[src/rtl/hamming_dec_12_8.sv]
`timescale 1ns/1ps
// Two-stage Hamming(12,8) single-error-correcting decoder with a valid/ready stream,
// per-word status and saturating corrected/uncorrectable word counters.
module hamming_dec_12_8 #(
    parameter int CNT_WIDTH = 16
) (
    input  logic                 clk,
    input  logic                 rst_n,
    input  logic                 in_valid,
    output logic                 in_ready,
    input  logic [11:0]          in_codeword,
    output logic                 out_valid,
    input  logic                 out_ready,
    output logic [7:0]           out_data,
    output logic [3:0]           out_syndrome,
    output logic                 out_corrected,
    output logic                 out_uncorrectable,
    input  logic                 clear_counts,
    output logic [CNT_WIDTH-1:0] corr_count,
    output logic [CNT_WIDTH-1:0] uncorr_count
);

    function automatic logic [3:0] parity_bits(input logic [7:0] d);
        return {d[4] ^ d[5] ^ d[6] ^ d[7],
                d[1] ^ d[2] ^ d[3] ^ d[7],
                d[0] ^ d[2] ^ d[3] ^ d[5] ^ d[6],
                d[0] ^ d[1] ^ d[3] ^ d[4] ^ d[6]};
    endfunction

    // Check-bit syndromes (1,2,4,8) and unmappable ones (13..15) leave the data untouched.
    function automatic logic [7:0] flip_mask(input logic [3:0] s);
        logic [7:0] m;
        m = 8'h00;
        case (s)
            4'd3:    m = 8'h01;
            4'd5:    m = 8'h02;
            4'd6:    m = 8'h04;
            4'd7:    m = 8'h08;
            4'd9:    m = 8'h10;
            4'd10:   m = 8'h20;
            4'd11:   m = 8'h40;
            4'd12:   m = 8'h80;
            default: m = 8'h00;
        endcase
        return m;
    endfunction

    function automatic logic is_uncorr(input logic [3:0] s);
        return s >= 4'd13;
    endfunction

    function automatic logic [CNT_WIDTH-1:0] sat_inc(input logic [CNT_WIDTH-1:0] c);
        return (&c) ? c : c + CNT_WIDTH'(1);
    endfunction

    logic                 rdy_q;
    logic                 vld_p1;
    logic [7:0]           data_p1;
    logic [3:0]           syn_p1;
    logic                 vld_p2;
    logic [7:0]           data_p2;
    logic [3:0]           syn_p2;
    logic                 corr_p2;
    logic                 uncorr_p2;
    logic [CNT_WIDTH-1:0] corr_cnt;
    logic [CNT_WIDTH-1:0] uncorr_cnt;

    logic adv1, adv2, acc, load2;
    logic dec_corr, dec_uncorr;

    // rdy_q keeps in_ready low until the first clock edge after reset release.
    assign adv2     = !vld_p2 || out_ready;
    assign adv1     = !vld_p1 || adv2;
    assign in_ready = rdy_q && adv1;
    assign acc      = in_valid && in_ready;
    assign load2    = vld_p1 && adv2;

    assign dec_uncorr = is_uncorr(syn_p1);
    assign dec_corr   = (syn_p1 != 4'd0) && !dec_uncorr;

    always_ff @(posedge clk or negedge rst_n) begin
        if (!rst_n) rdy_q <= 1'b0;
        else        rdy_q <= 1'b1;
    end

    // Stage S1: capture received data byte and syndrome
    always_ff @(posedge clk or negedge rst_n) begin
        if (!rst_n) begin
            vld_p1  <= 1'b0;
            data_p1 <= '0;
            syn_p1  <= '0;
        end else begin
            if (adv1) vld_p1 <= acc;
            if (acc) begin
                data_p1 <= in_codeword[7:0];
                syn_p1  <= parity_bits(in_codeword[7:0]) ^ in_codeword[11:8];
            end
        end
    end

    // Stage S2: corrected data, status and counters
    always_ff @(posedge clk or negedge rst_n) begin
        if (!rst_n) begin
            vld_p2    <= 1'b0;
            data_p2   <= '0;
            syn_p2    <= '0;
            corr_p2   <= 1'b0;
            uncorr_p2 <= 1'b0;
        end else begin
            if (adv2) vld_p2 <= vld_p1;
            if (load2) begin
                data_p2   <= data_p1 ^ flip_mask(syn_p1);
                syn_p2    <= syn_p1;
                corr_p2   <= dec_corr;
                uncorr_p2 <= dec_uncorr;
            end
        end
    end

    always_ff @(posedge clk or negedge rst_n) begin
        if (!rst_n) begin
            corr_cnt   <= '0;
            uncorr_cnt <= '0;
        end else if (clear_counts) begin
            corr_cnt   <= '0;
            uncorr_cnt <= '0;
        end else begin
            if (load2 && dec_corr)   corr_cnt   <= sat_inc(corr_cnt);
            if (load2 && dec_uncorr) uncorr_cnt <= sat_inc(uncorr_cnt);
        end
    end

    assign out_valid         = vld_p2;
    assign out_data          = data_p2;
    assign out_syndrome      = syn_p2;
    assign out_corrected     = corr_p2;
    assign out_uncorrectable = uncorr_p2;
    assign corr_count        = corr_cnt;
    assign uncorr_count      = uncorr_cnt;

endmodule

[config.mk]
export PLATFORM = sky130hd
export DESIGN_NAME = hamming_dec_12_8
export DESIGN_NICKNAME = d
export VERILOG_FILES = /design/src/rtl/hamming_dec_12_8.sv
export SDC_FILE = /design/constraint.sdc
export NUM_CORES = 1
export LEC_CHECK = 0
export ABC_CLOCK_PERIOD_IN_PS = 3490
export CAP_MARGIN = 0
export CORE_MARGIN = 2
export CORE_UTILIZATION = 57
export CTS_BUF_LIST = sky130_fd_sc_hd__clkbuf_4 sky130_fd_sc_hd__clkbuf_8
export DETAILED_ROUTE_END_ITERATION = 10
export PLACE_DENSITY = 0.85
export SKIP_LAST_GASP = 1
export SLEW_MARGIN = 25
export SYNTH_ARGS = -nofsm -noshare
export SYNTH_HDL_FRONTEND = slang
export SYNTH_SLANG_ARGS = --single-unit
[constraint.sdc]
create_clock -name clk -period 3.49 [get_ports clk]
set_input_delay 0.5235 -clock clk [delete_from_list [all_inputs] [get_ports clk]]
set_output_delay 0.5235 -clock clk [all_outputs]
set_load 0.05 [all_outputs]
# == Word-level counts from Yosys, hierarchy flattened ==
# Memories as Yosys holds them, arrays and structs flattened.
# Index checks and enable logic that the tools add are counted.
# Widths: inputs -> output; s select.
# totals
register_bits,61
mem_bits_ro,128
input_bits,17
out_inout_bits,48
wordCells,58
n_memories,1
# mem_list
name,words,word_bits,rd,rd_ports_with_merged_regs,wr,line,source
(name not given),16,8,1,0,0,34,case (s)
# op_classes
n_addsub,2
n_lt_le_gt_ge,1
n_eq_ne,2
n_mux,7
bitwise_logic,16
reduce_logical,18
# ops
cell,count
$mux 16,6
$add 16x1->16 const B,2
$reduce_and 16->1,2
$xor 1x1->1,14
$mux 8,1
$xor 8x8->8,1
$logic_and 1x1->1,6
$ge 4x4->1 const B,1
$ne 2x2->1 const B,2
$reduce_and 2->1,2
$reduce_bool 2->1,2
$reduce_bool 4->1,1
$xor 4x4->4,1
$logic_not 1->1,3
$logic_or 1x1->1,2

# == Depth between registers and ports, before layout ==
# Gate-level depths: netlist of run 1.
# logic_depth
ltp_word,6
mapped_depth,6
ltp_nobuf,6

# == Least setup slack after synthesis of run 1 ==
# OpenSTA, ideal clock, no wires.
# synth_timing
path_kind,register to register
from,"reg corr_cnt[0], in the netlist corr_count[0]"
to,"reg corr_cnt[11], in the netlist corr_count[11]"
setup_ns,0.125
arrival_time_ns,2.215
required_ns,3.365
slack_ns,1.150
path_stages_with_launch,7
path_buffers,0
synth_period_minus_slack_ns,2.340
path_cell_list,dfrtp_1 -> ha_1 -> nand4_1 -> nor4_4 -> nor3_2 -> nand4_1 -> mux2_2
# synth_between
elab_chain_len,4
word_cells_on_any_way,7
classes_between,add/sub: 1; eq/ne: 1; mux: 3; reduce/logical: 2
# synth_rtl
element,line,source
"start, declared",65,logic [CNT_WIDTH-1:0] corr_cnt;
"start signal, assigned",128,if (load2 && dec_corr) corr_cnt <= sat_inc(corr_cnt);
$add 16x1->16,53,return (&c) ? c : c + CNT_WIDTH'(1);
$mux 16,53,
$mux 16,128,
$mux 16,124,end else if (clear_counts) begin
# Several ways; a longest one is shown, not always the timed one. The select of a mux whose other input is x is not followed.
# A chain may end at the register's enable or synchronous reset.

# == Worst setup path in the final report of run 1 ==
# layout_timing
from,in out_ready
to,out in_ready
# layout_between
elab_chain_len,3
# layout_rtl
element,line,source
"start, declared",13,"input logic out_ready,"
$logic_or 1x1->1,72,assign adv2 = !vld_p2 || out_ready;
$logic_or 1x1->1,73,assign adv1 = !vld_p1 || adv2;
$logic_and 1x1->1,74,assign in_ready = rdy_q && adv1;
"end, declared",10,"output logic in_ready,"
# Every way passes these cells.

==> impl_results.md, run 1 <==
- Postcts setup bufs: 0
- Most frequent cells in the layout: clkdlybuf4s50_1, dfrtp_1, xnor2_1
- Share of the synthesized area in the top cell type: just under 50%
- Mux cell area share after synthesis: between 5 and 6%
- Clock transition at path regs: 0.07 ns
- Commonest non-fill, non-tap cell in the layout: clkdlybuf4s50_1
- Total of max-cap violations: 0
- First-pass GRT wire length: 11400 µm
- Pleak: 0.00161 µW
- Final nets: a little under 400
- Final worst slack: 0.817 ns
- CP startpoint kind: primary input
- CTS Root Buffer Type: clkbuf_8
- PD cells: ~550 nW/µm²
- CP Capture Type: output pin
- Hold_ws: a little over 0.2 ns
- Clk_skew: 0.00503 ns
- Largest cells by area after synthesis: dfrtp_1, xnor2_1, mux2_2
- Number of vias per cell: around 5.5
- Number of diodes: 0
- I/O pins: 65
- Syn nets: 325
- Post-Route Utilization: 77.9%
- Die area: 6060 µm²
- RSZ-0062 raised after global routing: false
- Synth Register Bits: 61
- Cell taking the most area after synthesis: dfrtp_1
- Fraction of registers with async set/reset: 100%
- Fin crit share: 76.6%
- Vias in the first global route: around 2400
- Area of the core: 5170 µm²
- Main synth FF type: dfrtp_1
- Initial antenna violation count: 0
- H-tree level count: 3
- Largest net degree at the start of global routing: 34
- Final Hold Fails: 0
- Setup CP Type: primary input to output pin
- Post_cts resized: 0
- Initial Util: 60.1%
- GP Congestion: 0.854
- Synth Area in Adders: 0.805%
- Final ANT Viol Nets: 0
- Simple logic cell fraction of the synthesized area: 23.6%
- Critical Path RT: 2.97 ns
- Complex-gate fraction of the synthesized area: 6.04%
- Detailed-route wire length per cell: between 10 and 15 µm
- Post-Syn Area: slightly above 3000 µm²
- Fin. max-slew vios: 0
- Register area share after synthesis: 49.1%
- VDD IR-drop max: 0.000488 V
- Area grow syn2layout: 29.7%
- Critical path fanouts, max: 3
- Outcome: complete, no violations
- PortBufs: 64
- Slew headroom: 44.7%
- Final Setup Violations: 0
- YS warnings: 0
- Latest clock arrival within the worst-skew pair: about 0.34 ns
- Unique cell type count in the Yosys netlist: 44
- Critical Path AT: 2.15 ns
- Die H: approximately 78 µm
- Fraction of layout cells with a size suffix above 1: 11.3%
- Least-Margin Pin Slew: 0.823 ns
- Routed vias: ~2500
- Mapped Avg Cell Area: a little over 10 µm²
- Clock tree sinks: 61
- F_max: 374 MHz
- Final wirelength: 6560 µm
- Global-route usage over all layers: 24.1%
- Die extent in x: 77.8 µm
- Hold/Removal Path Class: primary input to asynchronous set/reset pin
- CTS tree: yes
- Tmin final: 2.67 ns
- Largest family of logic cells by synthesized area: simple AND/OR/NAND/NOR gates
- Grt ovf: 0
- Cts bufs inserted: 9
- Filler cells: roughly 360
- Cts hold-fix bufs: 0
- First-pass detailed-route iteration total: 4
- Register area: between 1500 and 2000 µm²
- Post-DP HPWL: 4670 µm
- TNS Setup: 0 ns
- Detailed router's first-iteration violation count: 139
- Clock Tree Buf Depth: 2
- # DRC: 0
- # rows: 26
- Pre-CTS WS: 0.816 ns
- Syn Inst Count: 306
- Multi-input logic area: 1520 µm²
- Post-synth EDFFs: 0
- Post-Synth XOR/XNOR Area: 13.3%
==> registers in the layout, summed over array words and instances, names as in the netlist <==
register and flops:
out_valid 1, syn_p1 4, data_p1 8, uncorr_count 16, out_data 8, out_uncorrectable 1
rdy_q 1, out_corrected 1, vld_p1 1, out_syndrome 4, corr_count 16
==> report_power, final <==
group	total, µW	internal (µW)	switching, µW
Clock	726	447	279
Sequential	875	799	76.3
Combinational	597	225	372
==> critical path: stages <==
cell and delay [ns]:
clkdlybuf4s50_1 0.42, nor2b_1 0.19, nand2_1 0.14, and2_1 0.18, clkdlybuf4s50_1 0.69
==> final timing paths <==
check                                               start                     endpoint  slack (ns)  cells after the start
worst min-delay path                                rst_n  uncorr_count[1]$_DFFE_PN0P_        0.20                      1
min in group clk                out_corrected$_DFFE_PN0P_    out_corrected$_DFFE_PN0P_        0.48                      2
max in group asynchronous                           rst_n       data_p1[4]$_DFFE_PN0P_        2.43                      2
worst max-delay path                            out_ready                     in_ready        0.82                      5
worst min register to register  out_corrected$_DFFE_PN0P_    out_corrected$_DFFE_PN0P_        0.48                      2
worst max register to register  corr_count[0]$_DFFE_PN0P_   corr_count[11]$_DFFE_PN0P_        1.17                      6
==> cells in the mapped netlist, types with 2 or more instances <==
cell	count
a2111oi_0	3
a21oi_1	4
a311oi_1	3
and2_1	2
and3_1	3
and4_1	2
clkbuf_1	7
dfrtp_1	61
ha_1	2
inv_1	5
mux2_2	13
nand2_1	32
nand2b_1	4
nand3_1	11
nand4_1	10
nor2_1	39
nor2b_1	2
nor3_1	9
nor4_1	9
nor4_4	2
o21ai_0	14
or2b_1	2
xnor2_1	40
xor2_1	7
==> kinds of logic (layout without fill, tap and decap cells) <==
logic type / count (synthesis) / count (layout)
AOI/OAI and AO/OA: 29 / 29
xor gates and xnor gates: 47 / 47
adders and majority gates: 2 / 2
buffers and inverters: 14 / 87
DFF: 61 / 61
muxes: 14 / 14
other: 1 / 1
and+or+nand+nor: 138 / 138
==> final cells by class <==
type,count,share of cell area (%)
Sequential cell,61,37.9
Tap cell,70,2.17
Multi-Input combinational cell,231,37.6
Timing Repair Buffer,66,16.1
Clock buffer,12,3.94
Clock inverter,4,1.74
Inverter,5,0.466
==> through the flow <==
step	power, µW	area (µm²)	cells
5_1_grt	2290	4030	449
6_report	2200	4030	449
4_1_cts	2210	4030	449
3_5_place_dp	1490	3800	433
3_3_place_gp	1480	3800	433
2_1_floorplan	1280	3110	306
==> routing by layer <==
| layer | up-vias | routed length [µm] | GRT usage, % |
|---|---|---|---|
| li1 | 1199 | - | - |
| met4 | 0 | 89 | 12.0 |
| met5 | - | 0 | 0 |
| met2 | 76 | 3370 | 40.8 |
| met1 | 1194 | 2760 | 30.2 |
| met3 | 10 | 341 | 3.37 |
(Power assumes the default switching activity.)
==> inputs of run 2 (changes only) <==
--- a/config.mk
+++ b/config.mk
@@ -5,13 +5,13 @@
 export SDC_FILE = /design/constraint.sdc
 export NUM_CORES = 1
 export LEC_CHECK = 0
-export ABC_CLOCK_PERIOD_IN_PS = 3490
+export ABC_CLOCK_PERIOD_IN_PS = 2200
 export CAP_MARGIN = 0
 export CORE_MARGIN = 2
-export CORE_UTILIZATION = 57
+export CORE_UTILIZATION = 48
 export CTS_BUF_LIST = sky130_fd_sc_hd__clkbuf_4 sky130_fd_sc_hd__clkbuf_8
 export DETAILED_ROUTE_END_ITERATION = 10
-export PLACE_DENSITY = 0.85
+export PLACE_DENSITY = 0.76
 export SKIP_LAST_GASP = 1
 export SLEW_MARGIN = 25
 export SYNTH_ARGS = -nofsm -noshare
==> constraint.sdc (replaced) <==
create_clock -name clk -period 2.2 [get_ports clk]
set_input_delay 0.33 -clock clk [delete_from_list [all_inputs] [get_ports clk]]
set_output_delay 0.33 -clock clk [all_outputs]
set_load 0.05 [all_outputs]
==> impl_results.md, run 2 (same netlist as run 1, synthesis figures left out) <==
- Outcome: finished, violations left (was complete, no violations)
- Failing checks: hold timing
- Most frequent cells in the layout: clkdlybuf4s50_1, dfrtp_1, xnor2_1 (unchanged)
- Final worst slack: 0.147 ns (was 0.817 ns)
- Crit path cell chain: clkdlybuf4s50_1 (was clkdlybuf4s50_1 > nor2b_1 > nand2_1 > and2_1 > clkdlybuf4s50_1)
- Final Setup Violations: 0 (unchanged)
- Initial antenna violation count: 0 (unchanged)
- Critical path fanouts, max: 8 (was 3)
- F_max: 487 MHz
- Dpl cell area: 3900 µm² (was 3800 µm²)
- Fin crit share: between 90% and 100%
- First-pass detailed-route iteration total: 4 (unchanged)
- Global-route usage over all layers: 20.4% (was 24.1%)
- Die extent in x: 84.5 µm (was 77.8 µm)
- I/O pins: 65 (unchanged)
- VDD IR-drop max: 0.000600 V (was 0.000488 V)
- Pleak: 0.00165 µW (was 0.00161 µW)
- Final Total Pwr: 3450 µW (was 2200 µW)
- Post_cts resized: 0 (unchanged)
- Clock tree sinks: 61 (unchanged)
- Largest net degree at the start of global routing: 37 (was 34)
- # DRC: 0 (unchanged)
- PD cells: 838 nW/µm² (was 546 nW/µm²)
- Total of max-cap violations: 0 (unchanged)
- Die H: 84.5 µm (was 77.8 µm)
- Least-Margin Pin Slew: 0.613 ns (was 0.823 ns)
- CP Capture Type: output pin (unchanged)
- Detailed router's first-iteration violation count: 122 (was 139)
- Crit-path max cell delay: 0.86 ns (was 0.69 ns)
- Critical Path AT: 1.72 ns (was 2.15 ns)
- Grt ovf: 0 (unchanged)
- First-pass GRT wire length: 11600 µm (was 11400 µm)
- Hold_ws: -0.00561 ns (was 0.204 ns)
- Area of the core: 6310 µm² (was 5170 µm²)
- Non-filler cells, final: 466 (was 449)
- Area grow syn2layout: 32.4% (was 29.7%)
- GP Congestion: 0.840 (was 0.854)
- Fin. max-slew vios: 0 (unchanged)
- Fin area: 4110 µm² (was 4030 µm²)
- Max stage delay cell, worst path: clkdlybuf4s50_1 (unchanged)
- Slew headroom: 59.1% (was 44.7%)
- Top delay family on crit path: buffers and inverters (unchanged)
- CTS Root Buffer Type: clkbuf_8 (unchanged)
- Number of diodes: 0 (unchanged)
- Routed vias: 2535 (was 2479)
- Post-DP HPWL: 4980 µm (was 4670 µm)
- Detailed-route wire length per cell: 14.4 µm (was 14.6 µm)
- Clk_skew: 0.0120 ns (was 0.00503 ns)
- Final nets: 403 (was 393)
- Setup CP Type: flop to output pin (was primary input to output pin)
- Pre-CTS WS: 0.0307 ns (was 0.816 ns)
- Vias in the first global route: 2504 (was 2420)
- Latest clock arrival within the worst-skew pair: 0.34 ns (about the same)
- Final Hold Fails: 11 (was 0)
- Clock Tree Buf Depth: 2 (unchanged)
- Cts hold-fix bufs: 0 (unchanged)
- Die area: 7130 µm² (was 6060 µm²)
- Final wirelength: 6730 µm (was 6560 µm)
- Cts bufs inserted: 9 (unchanged)
- CTS tree: yes (unchanged)
- Placed insts: 450 (was 433)
- Critical Path RT: 1.87 ns (was 2.97 ns)
- Commonest non-fill, non-tap cell in the layout: clkdlybuf4s50_1 (unchanged)
- Number of vias per cell: 5.44 (was 5.52)
- Initial Util: 49.2% (was 60.1%)
- CP startpoint kind: flop (was primary input)
- Hold/Removal Path Class: primary input to asynchronous set/reset pin (unchanged)
- H-tree level count: 3 (unchanged)
- Fraction of layout cells with a size suffix above 1: 14.4% (was 11.3%)
- TNS Setup: 0 ns (unchanged)
- Final ANT Viol Nets: 0 (unchanged)
- RSZ-0062 raised after global routing: false (unchanged)
- # rows: 29 (was 26)
- Postcts setup bufs: 0 (unchanged)
- Tmin final: 2.05 ns
- CP bufs+invs: 1 (was 2)
- Clock transition at path regs: 0.07 ns (about the same)
- PortBufs: 64 (unchanged)
run 2: cell count changes in the layout (fill, tap and decap cells not counted), sizes merged:
cell | before | now
buf | 3 | 14
bufinv | 2 | 1
clkdlybuf4s50 | 63 | 62
clkbuf | 12 | 13
run 2: final cells by class:
| class | count | area, µm² |
|---|---|---|
| Clock inverter | 3 | 43.8 |
| Multi-Input combinational cell | 231 | 1520 |
| Fill cell | 533 | 2200 |
| Sequential cell | 61 | 1530 |
| Tap cell | 77 | 96.3 |
| Inverter | 5 | 18.8 |
| Timing Repair Buffer | 76 | 736 |
| Clock buffer | 13 | 173 |
run 2: metrics by stage:
step | util [%] | hold WS, ns
2_1_floorplan | - | 0.0344
3_3_place_gp | 61.7 | 0.379
3_5_place_dp | 61.7 | 0.374
4_1_cts | 65.1 | 0.00320
5_1_grt | 65.1 | 0.0287
6_report | 65.1 | -0.00561
run 2: final timing paths:
path | depth (start not counted) | startpoint | slack [ns] | endpoint
setup / recovery | 1 | corr_count[15]$_DFFE_PN0P_ | 0.15 | corr_count[15]
hold / removal | 1 | rst_n | -0.006 | corr_count[3]$_DFFE_PN0P_
setup reg to reg | 6 | corr_count[0]$_DFFE_PN0P_ | 0.22 | corr_count[11]$_DFFE_PN0P_
hold reg to reg | 2 | out_data[4]$_DFFE_PN0P_ | 0.48 | out_data[4]$_DFFE_PN0P_
max in group asynchronous | 2 | rst_n | 1.60 | rdy_q$_DFF_PN0_
min in group clk | 2 | out_data[4]$_DFFE_PN0P_ | 0.48 | out_data[4]$_DFFE_PN0P_
run 2: routing by layer:
layer	track usage, %	routed length [µm]	up-vias
met5	0	0	-
met4	9.81	119	0
met3	3.93	238	9
met2	34.3	3450	55
met1	25.5	2920	1242
li1	-	-	1229
run 2: where the power goes:
group	total [µW]	switching (µW)	internal [µW]	leakage (µW)
Combinational	1010	629	386	0.000739
Sequential	1370	99.2	1270	0.000798
Clock	1060	434	629	0.000113
Total	3450	1160	2280	0.00165
==> inputs of run 3 (changes only) <==
==> config.mk (replaced) <==
export PLATFORM = sky130hd
export DESIGN_NAME = hamming_dec_12_8
export DESIGN_NICKNAME = d
export VERILOG_FILES = /design/src/rtl/hamming_dec_12_8.sv
export SDC_FILE = /design/constraint.sdc
export NUM_CORES = 1
export LEC_CHECK = 0
export ABC_CLOCK_PERIOD_IN_PS = 2100
export CAP_MARGIN = 0
export CORE_MARGIN = 2
export CORE_UTILIZATION = 53
export CTS_BUF_LIST = sky130_fd_sc_hd__clkbuf_4 sky130_fd_sc_hd__clkbuf_8
export DETAILED_ROUTE_END_ITERATION = 10
export GPL_TIMING_DRIVEN = 0
export PLACE_DENSITY = 0.79
export SKIP_LAST_GASP = 1
export SLEW_MARGIN = 25
export SYNTH_ARGS = -nofsm -noshare
export SYNTH_HDL_FRONTEND = slang
export SYNTH_SLANG_ARGS = --single-unit
export TNS_END_PERCENT = 20
==> constraint.sdc (replaced) <==
create_clock -name clk -period 2.1 [get_ports clk]
set_input_delay 0.315 -clock clk [delete_from_list [all_inputs] [get_ports clk]]
set_output_delay 0.315 -clock clk [all_outputs]
set_load 0.05 [all_outputs]
==> impl_results.md, run 3 (same netlist as run 1, synthesis figures left out) <==
- Final nets: 403 (unchanged)
- Fin. max-slew vios: 0 (unchanged)
- Detailed router's first-iteration violation count: 176 (was 122)
- I/O pins: 65 (unchanged)
- Final ANT Viol Nets: 0 (unchanged)
- Final Hold Fails: 0 (was 11)
- R2R cell count: 6 (unchanged)
- Cts bufs inserted: 9 (unchanged)
- Die extent in x: 80.6 µm (was 84.5 µm)
- CTS Root Buffer Type: clkbuf_8 (unchanged)
- Fraction of layout cells with a size suffix above 1: 13.9% (was 14.4%)
- F_max: 499 MHz
- Largest net degree at the start of global routing: 37 (unchanged)
- RSZ-0062 raised after global routing: false (unchanged)
- Critical path fanouts, max: 3 (was 8)
- Initial Util: 55.7% (was 49.2%)
- Clock tree sinks: 61 (unchanged)
- Post-DP HPWL: 5070 µm (was 4980 µm)
- Area of the core: 5570 µm² (was 6310 µm²)
- Most frequent cells in the layout: clkdlybuf4s50_1, dfrtp_1, xnor2_1 (unchanged)
- VDD IR-drop max: 0.000617 V (was 0.000600 V)
- Grt ovf: 0 (unchanged)
- Placed insts: 442 (was 450)
- Number of diodes: 0 (unchanged)
- Die area: 6490 µm² (was 7130 µm²)
- Detailed-route wire length per cell: 14.8 µm (was 14.4 µm)
- Clk_skew: 0.00595 ns (was 0.0120 ns)
- Final Setup Violations: 0 (unchanged)
- PD cells: 858 nW/µm² (was 838 nW/µm²)
- Setup CP Type: flop to output pin (unchanged)
- Pleak: 0.00160 µW (was 0.00165 µW)
- Number of vias per cell: 5.56 (was 5.44)
- Fin area: 4070 µm² (was 4110 µm²)
- Final Total Pwr: 3490 µW (was 3450 µW)
- Area grow syn2layout: 31.0% (was 32.4%)
- CP startpoint kind: flop (unchanged)
- Global-route usage over all layers: 22.6% (was 20.4%)
- Non-filler cells, final: 460 (was 466)
- Initial antenna violation count: 0 (unchanged)
- Clock Tree Buf Depth: 2 (unchanged)
- Die H: 80.6 µm (was 84.5 µm)
- Final wirelength: 6800 µm (was 6730 µm)
- First-pass detailed-route iteration total: 4 (unchanged)
- First-pass GRT wire length: 11100 µm (was 11600 µm)
- Routed vias: 2557 (was 2535)
- Fin crit share: 95.5%
- Critical Path AT: 1.69 ns (was 1.72 ns)
- H-tree level count: 3 (unchanged)
- Slew headroom: 50.6% (was 59.1%)
- # DRC: 0 (unchanged)
- CTS tree: yes (unchanged)
- Clock transition at path regs: 0.07 ns (about the same)
- # rows: 27 (was 29)
- Commonest non-fill, non-tap cell in the layout: clkdlybuf4s50_1 (unchanged)
- Hold_ws: 0.426 ns (was -0.00561 ns)
- Dpl cell area: 3860 µm² (was 3900 µm²)
- Hold/Removal Path Class: primary input to asynchronous set/reset pin (unchanged)
- GP Congestion: 0.886 (was 0.840)
- CP Capture Type: output pin (unchanged)
- PortBufs: 63 (was 64)
- Critical Path RT: 1.78 ns (was 1.87 ns)
- Outcome: complete, no violations (was finished, violations left)
- Tmin final: 2.01 ns
- Least-Margin Pin Slew: 0.735 ns (was 0.613 ns)
- Vias in the first global route: 2374 (was 2504)
- Total of max-cap violations: 0 (unchanged)
- Latest clock arrival within the worst-skew pair: 0.34 ns (about the same)
- Post-Route Utilization: 73.0% (was 65.1%)
run 3: changes by cell type in the layout (fill, tap and decap cells not counted), sizes merged:
cell,delta
clkbuf,+7
clkdlybuf4s50,-1
dlygate4sd3,+1
clkinv,-1
buf,-8
dlygate4sd2,+1
run 3: metrics by stage:
| step | worst slack, ns | TNS [ns] |
|---|---|---|
| after global placement | -1.42 | -75.26 |
| after floorplan | 0.0303 | 0 |
| after detailed placement | -0.133 | -0.304 |
| final | 0.0949 | 0 |
| after global routing | 0.000601 | 0 |
| after CTS | -0.0236 | -0.0236 |
run 3: cell type report:
cell class                      count  area [µm²]
Sequential cell                    61        1540
Multi-Input combinational cell    231        1520
Fill cell                         418        1510
Timing Repair Buffer               67         672
Clock buffer                       13         154
Tap cell                           72        90.1
Buffer                              9        45.0
Clock inverter                      2        35.0
Inverter                            5        18.8
run 3: worst max-delay path, cell delays in order, from the launching register on:
cell and delay, ns:
dfrtp_1 0.41, nor2b_1 0.17, nand2_1 0.12, and2_1 0.13, dlygate4sd2_1 0.52
run 3: worst paths after layout:
kind	start	end	slack, ns
min in group clk	clear_counts	corr_count[11]$_DFFE_PN0P_	0.46
setup reg to reg	corr_count[0]$_DFFE_PN0P_	corr_count[11]$_DFFE_PN0P_	0.09
max in group asynchronous	rst_n	corr_count[6]$_DFFE_PN0P_	1.16
hold reg to reg	out_data[5]$_DFFE_PN0P_	out_data[5]$_DFFE_PN0P_	0.48
hold / removal	rst_n	uncorr_count[7]$_DFFE_PN0P_	0.43
setup / recovery	out_valid$_DFFE_PN0P_	in_ready	0.09
run 3: timing repair:
action / in CTS / in global routing
pin swaps: 0 / 1
endpoints found under the hold margin: 25 / 0
hold buffers: 1 / 0
gates resized for setup: 1 / 0
setup buffers: 0 / 2
endpoints found under the setup margin: 2 / 2
run 3: per-layer routing:
metal	wire, µm	share of wire, %	GRT usage [%]	vias to the layer above
met5	0	0	0	-
met4	159	2.3	12.2	0
met3	365	5.4	4.72	15
met2	3430	50	37.3	77
met1	2840	42	27.8	1243
li1	-	-	-	1222
run 3: report_power, final:
| group | total [µW] | internal (µW) | switching [µW] | leakage (µW) |
|---|---|---|---|---|
| clock network | 1020 | 593 | 430 | 0.000101 |
| logic | 1010 | 382 | 625 | 0.000715 |
| registers | 1460 | 1330 | 131 | 0.000787 |
| total | 3490 | 2310 | 1190 | 0.00160 |
